File: config.mk
export PLATFORM = sky130hd
export DESIGN_NAME = mod_mem_access_ctrl
export DESIGN_NICKNAME = d
export VERILOG_FILES = /design/src/rtl/mod_mem_access_ctrl.sv
export SDC_FILE = /design/constraint.sdc
export NUM_CORES = 1
export LEC_CHECK = 0
export ABC_AREA = 0
export BUFFER_PORTS_ARGS = -buffer_cell sky130_fd_sc_hd__buf_4
export CORE_ASPECT_RATIO = 0.7
export CORE_MARGIN = 2
export CORE_UTILIZATION = 45
export CTS_CLUSTER_DIAMETER = 80
export CTS_CLUSTER_SIZE = 28
export DETAILED_ROUTE_END_ITERATION = 16
export HOLD_SLACK_MARGIN = 0.1
export PLACE_DENSITY = 0.77
export SLEW_MARGIN = 20
export SYNTH_ARGS = -nofsm -noshare
export SYNTH_HDL_FRONTEND = slang
export SYNTH_SLANG_ARGS = --single-unit
File: constraint.sdc
create_clock -name clk_i -period 3 [get_ports clk_i]
set_input_delay 0.15 -clock clk_i [delete_from_list [all_inputs] [get_ports clk_i]]
set_output_delay 0.15 -clock clk_i [all_outputs]
set_load 0.05 [all_outputs]
File: src/rtl/mod_mem_access_ctrl.sv
// mod_mem_access_ctrl: MEM-stage load/store sequencer driving one Avalon-MM pipelined transaction per access.
// Optional MEM_MISALIGN_TRAP_EN: misaligned half/word accesses skip the bus and return misalign_o.
`ifndef XLEN
`define XLEN 32
`endif
`ifndef BYTEENABLE_WIDTH
`define BYTEENABLE_WIDTH 4
`endif
`ifndef FUNCT3_WIDTH
`define FUNCT3_WIDTH 3
`endif

module mod_mem_access_ctrl #(
    parameter int DATA_W = `XLEN,
    parameter int BE_W   = `BYTEENABLE_WIDTH
) (
    input  logic                     clk_i,
    input  logic                     rst_ni,
    input  logic                     req_valid_i,
    output logic                     req_ready_o,
    input  logic                     req_store_i,
    input  logic [`FUNCT3_WIDTH-1:0] funct3_i,
    input  logic [DATA_W-1:0]        addr_unaligned_i,
    input  logic [DATA_W-1:0]        addr_aligned_i,
    input  logic [BE_W-1:0]          byteenable_i,
    input  logic [DATA_W-1:0]        store_data_i,
    output logic [DATA_W-1:0]        avm_address_o,
    output logic                     avm_read_o,
    output logic                     avm_write_o,
    output logic [DATA_W-1:0]        avm_writedata_o,
    output logic [BE_W-1:0]          avm_byteenable_o,
    input  logic                     avm_waitrequest_i,
    input  logic                     avm_readdatavalid_i,
    input  logic [DATA_W-1:0]        avm_readdata_i,
    output logic                     rsp_valid_o,
    output logic [DATA_W-1:0]        rsp_load_data_o,
    output logic                     misalign_o
);
    typedef enum logic [1:0] {IDLE, BUS, RDATA, RESP} state_t;

    state_t                    state, next;
    logic                      store_q, mis_q, mis;
    logic [`FUNCT3_WIDTH-1:0]  f3_q;
    logic [1:0]                off_q;
    logic [DATA_W-1:0]         s, ld_ext;
    logic                      unused_addr;

    assign unused_addr = ^addr_unaligned_i[DATA_W-1:2];

`ifdef MEM_MISALIGN_TRAP_EN
    assign mis = (funct3_i[1:0] == 2'b01 && addr_unaligned_i[0]) ||
                 (funct3_i == 3'b010 && addr_unaligned_i[1:0] != 2'b00);
`else
    assign mis = 1'b0;
`endif

    assign s      = avm_readdata_i >> {off_q, 3'b000};
    assign ld_ext = f3_q == 3'b000 ? {{(DATA_W-8){s[7]}}, s[7:0]} :
                    f3_q == 3'b001 ? {{(DATA_W-16){s[15]}}, s[15:0]} :
                    f3_q == 3'b010 ? s :
                    f3_q == 3'b100 ? {{(DATA_W-8){1'b0}}, s[7:0]} :
                    f3_q == 3'b101 ? {{(DATA_W-16){1'b0}}, s[15:0]} : '0;

    always_ff @(posedge clk_i or negedge rst_ni) begin
        if (!rst_ni) begin
            state            <= IDLE;
            store_q          <= 1'b0;
            mis_q            <= 1'b0;
            f3_q             <= '0;
            off_q            <= 2'b00;
            avm_address_o    <= '0;
            avm_writedata_o  <= '0;
            avm_byteenable_o <= '0;
            rsp_load_data_o  <= '0;
        end else begin
            state <= next;
            if (state == IDLE && req_valid_i) begin
                store_q          <= req_store_i;
                mis_q            <= mis;
                f3_q             <= funct3_i;
                off_q            <= addr_unaligned_i[1:0];
                avm_address_o    <= addr_aligned_i;
                avm_byteenable_o <= byteenable_i;
                avm_writedata_o  <= funct3_i[1:0] == 2'b10 ? store_data_i
                                    : store_data_i << {addr_unaligned_i[1:0], 3'b000};
                rsp_load_data_o  <= '0;
            end
            if (state == RDATA && avm_readdatavalid_i)
                rsp_load_data_o <= ld_ext;
        end
    end

    // Unsupported funct3 (no enables) and trapped misaligns both complete without a bus cycle.
    always_comb begin
        next = state;
        unique case (state)
            IDLE:    next = !req_valid_i ? IDLE : (byteenable_i == '0 || mis) ? RESP : BUS;
            BUS:     next = avm_waitrequest_i ? BUS : store_q ? RESP : RDATA;
            RDATA:   next = avm_readdatavalid_i ? RESP : RDATA;
            default: next = IDLE;
        endcase
    end

    assign req_ready_o = state == IDLE;
    assign avm_read_o  = state == BUS && !store_q;
    assign avm_write_o = state == BUS && store_q;
    assign rsp_valid_o = state == RESP;
    assign misalign_o  = state == RESP && mis_q;
endmodule

---- Word level (Yosys, flattened, before mapping) ----
Index checks and enable logic that the tools add are counted.
storage, ports and cells
  register bits after elaboration ......... 108
  input bits .............................. 141
  output and inout bits ................... 105
  word-level logic and storage cells ...... 41
cells by class
  eq/ne operators ......................... 8
  shifts and indexed selects .............. 2
  muxes and demuxes ....................... 14
  reductions and logical operators ........ 9
operators with widths
  cell                count
  $mux 32             6
  $mux 16             2
  $shl 32x5->32       1
  $shr 32x5->32       1
  $eq 2x2->1 const B  3
  $eq 3x3->1 const B  2
  $mux 2              3
  $pmux 2 s3          1
  $logic_and 1x1->1   4
  $logic_not 4->1     1
  $eq 3x1->1 const B  1
  $eq 3x2->1 const B  1
  $logic_not 3->1     1
  $eq 2x1->1 const B  1
  $logic_not 2->1     1
  $mux 1              2
  $reduce_bool 2->1   1
  $logic_not 1->1     1

---- Logic depth before layout (Yosys ltp) ----
  depth after elaboration ................. 7
  gate-level depth with buffers ........... 7
  gate-level depth less buffers ........... 4

---- Least setup slack after synthesis ----
Ideal clock, no wire load.
  path kind ............................... register to register
  from .................................... reg state[0]
  to ...................................... reg avm_address_o[0]
  setup time .............................. 0.118 ns
  arrival ................................. 1.937 ns
  required time ........................... 2.882 ns
  setup slack ............................. 0.946 ns
  stages on the path, launching flop included .. 7
  path buffers ............................ 2
  clock period less this slack ............ 2.054 ns
  cell sequence ........................... dfrtp_1 -> nor2_1 -> nand2_1 -> clkbuf_1 -> buf_2 -> nand2_1 -> nand2_1
between the ends
  word-level cells in the longest chain between the ends .. 2
RTL lines
  element                 line  text
  start, declared         41    state_t state, next;
  start signal, assigned  76    state <= next;
  $logic_not 2->1         -
  net req_ready_o         20    output logic req_ready_o,
  $logic_and 1x1->1       77    if (state == IDLE && req_valid_i) begin
  end signal, assigned    82    avm_address_o <= addr_aligned_i;
  end, declared           27    output logic [DATA_W-1:0] avm_address_o,
The timed path passes the listed nets, and every way through them passes these cells.
A chain may end at the register's enable or synchronous reset.

---- Final worst setup path ----
  from .................................... in funct3_i[1]
  to ...................................... reg avm_writedata_o[5]
between the ends
  word-level cells in the longest chain between the ends .. 2
RTL lines
  element               line  text
  start, declared       22    input logic [`FUNCT3_WIDTH-1:0] funct3_i,
  $eq 2x2->1            84    avm_writedata_o <= funct3_i[1:0] == 2'b10 ? store_data_i
  $mux 32               84
  end signal, assigned  84
  end, declared         30    output logic [DATA_W-1:0] avm_writedata_o,
No other way between the ends.

==> results by group <==
Status
  – Outcome: completed

Setup path
  – Setup crit start kind: primary input
  – Setup crit end kind: flop
  – Class of the most critical setup path: in2reg
  – Worst Path Arrival: about 2.3 ns
  – R2R cell count: 5
  – Worst Path Required: around 3.2 ns
  – Crit-path max FO: 23

Drt
  – WL met3: 1.568 mm
  – Metal2 WL: approximately 8 mm
  – First-pass detailed-route iteration total: 6
  – Metal-1 WL: between 7 and 8 mm
  – DRC Markers: 0
  – DR WL/cell: ~17 um
  – Initial DRC Count: roughly 380
  – Via count: 5398
  – Top layer in use: met4
  – Vias/cell: between 5 and 6
  – Total Wirelength: 16.90 mm
  – Antenna-violating nets left: 0

Logic synthesis
  – Top_reg_cell synth: dfrtp_1
  – Syn Area/Cell: 9.278 sq um
  – Post-synthesis async set-or-reset flop share: 1.000
  – Yosys warnings: 0
  – Synth Register Bits: ~110
  – Post-synthesis sequential area ratio: 0.5057
  – Distinct cells, synth: 43
  – Synthesized instance count: approximately 580
  – Synth Net Count: approximately 720
  – Post-synth EDFFs: 0
  – Mapped cell area: roughly 0.0053 sq mm

Finish
  – ANT cells: 0
  – Final net count: 960
  – Layout cells sized above 1: 0.3204
  – Final instance area: about 0.008 sq mm
  – Area grow syn2layout: 47.06%
  – Most common cell after layout, fill and taps aside: buf_4
  – Most frequent cells in the layout: buf_4, nand2_1, dfrtp_1, dlygate4sd3_1, a21oi_1

GRT
  – Initial antenna violation count: 0
  – GRT Residual Overflow: 0
  – Vias in the first global route: ~5400
  – Global Route Usage Sum: 0.2676
  – Largest net degree at the start of global routing: 64
  – First-pass GRT wire length: 27.05 mm

Floorplanning
  – Core area: between 0.01 and 0.015 sq mm
  – IO Pins: 246
  – Die width: approximately 130 um
  – Die ar.: ~0.013 sq mm
  – Die Span Y: around 95 um
  – Core Rows: 33
  – Initial core utilization: 0.4590

Clock network
  – Clock Path Buffers: 2
  – CTS tree: built
  – Total CTS buffers: 9
  – Clk slew on worst S/H paths: approximately 0.080 ns
  – Post_cts resized: 0
  – Hold Buf Count CTS: approximately 50
  – Clk sinks: about 110
  – Clock root buffer: clkbuf_16
  – Skew-Pair Late Insertion Delay: between 0.3 and 0.4 ns
  – Max H-tree Level: 3
  – Setup Buffers After CTS: 0

Timing
  – Fmax: roughly 500 MHz
  – Final TNS setup: 0 ns
  – Worst slew pin tran: between 0.8 and 0.9 ns
  – Setup violators final: 0
  – Slew Viols, Final: 0
  – Final Hold Vio Count: 0
  – RSZ-0062 raised after global routing: no
  – Min Tclk post-route: 2.047 ns
  – Worst Slack Setup Final: 0.9526 ns
  – Relative slew slack: 0.4008
  – Clk_skew: roughly 0.010 ns
  – Fin crit share: 0.6825

Placed design
  – Dpl ws: between 0.9 and 1 ns
  – Routability cong.: just over 0.9
  – Placed cell area: roughly 0.007 sq mm
  – # port buffers: 214
  – HPWL Detailed: approximately 11 mm

Power
  – Worst VDD drop: just under 0.8 mV
  – Power Density: around 1100 mW/mm^2
  – Total power draw: about 0.0085 W
  – Leakage: a little under 4 nW

Worst hold path
  – Hold Path Class: in2reg
  – Cell depth of the worst hold path: 3

Job
  – Maxcap violations: 0
-- through the flow --
stage          utilization  hold WS (ns)  instances
5_1_grt             0.6749        0.1215        981
4_1_cts             0.6749        0.1045        981
6_report            0.6749        0.1181        981
2_1_floorplan            -       -0.1456        576
3_5_place_dp        0.6047        0.2010        914
3_3_place_gp        0.6047        0.1922        914
-- cells by family (layout without fill, tap and decap cells) --
group	after synthesis	count (layout)	synth area share
flops	108	108	0.5057
mux	19	19	0.03816
simple gates	224	224	0.1836
buf+inv	46	294	0.04144
other cells	1	1	0.0007017
compound gates	178	178	0.2304
-- routing by layer --
metal / track usage / up-vias
li1: - / 2518
met1: 0.3492 / 2625
met2: 0.4401 / 231
met3: 0.07709 / 24
met4: 0.07544 / 0
met5: 0 / -
-- worst max-delay path, cell delays in order --
cell and delay (ns):
dlygate4sd3_1 0.55, buf_4 0.14, nor2b_1 0.12, buf_4 0.21
nor2_1 0.55, nor2_1 0.28, a22o_1 0.26
-- cell type report --
type,instances,area [sq um]
Fill cell,870,3785
Clock inverter,6,78.83
Inverter,3,11.26
Timing Repair Buffer,275,2205
Clock buffer,10,229.0
Tap cell,157,196.4
Multi-Input combinational cell,422,2436
Sequential cell,108,2703
-- final timing paths --
path                                   from                   to  slack, ns
setup / recovery                funct3_i[1]   avm_writedata_o[5]       0.95
hold / removal             store_data_i[24]  avm_writedata_o[24]       0.12
setup reg to reg                   state[0]  rsp_load_data_o[16]       1.02
hold reg to reg            avm_address_o[6]     avm_address_o[6]       0.47
max in group asynchronous            rst_ni  rsp_load_data_o[23]       1.76
min in group asynchronous            rst_ni    avm_address_o[17]       0.37
-- power by group --
| part | total, W | internal (W) | leakage (nW) | switching [W] |
|---|---|---|---|---|
| logic | 0.00483 | 0.00148 | 2.33 | 0.00335 |
| clock network | 0.00122 | 0.000668 | 0.152 | 0.000553 |
| registers | 0.00243 | 0.00202 | 1.39 | 0.000411 |
| total | 0.00848 | 0.00417 | 3.87 | 0.00431 |
-- registers in the layout, indices dropped and copies added (netlist names) --
name and count:
off_q 2, avm_address_o 32, avm_writedata_o 32, f3_q 3, avm_byteenable_o 4, state 2
rsp_load_data_o 32, store_q 1
-- synthesized netlist by cell type, types with 2 or more instances --
cell type / instances / area share
a222oi_1: 7 / 0.013
mux2i_1: 17 / 0.032
nor2b_1: 23 / 0.027
and2_1: 8 / 0.0094
a22o_1: 9 / 0.015
a21oi_2: 10 / 0.016
buf_1: 2 / 0.0014
o21ai_0: 39 / 0.037
o21ai_1: 2 / 0.0019
nor2_1: 17 / 0.012
o22ai_1: 10 / 0.012
a21oi_1: 40 / 0.037
inv_1: 2 / 0.0014
a211o_1: 7 / 0.011
a22oi_1: 11 / 0.015
a32o_1: 7 / 0.013
a2bb2oi_1: 7 / 0.011
clkbuf_1: 19 / 0.013
o32a_1: 7 / 0.013
o2bb2ai_1: 7 / 0.011
nand2b_1: 3 / 0.0035
buf_2: 18 / 0.017
a31oi_1: 7 / 0.0082
a31o_2: 7 / 0.011
dfrtp_1: 108 / 0.51
nand2_1: 163 / 0.11
buf_6: 3 / 0.0063
Note: power is estimated with default switching activity, not from simulation.
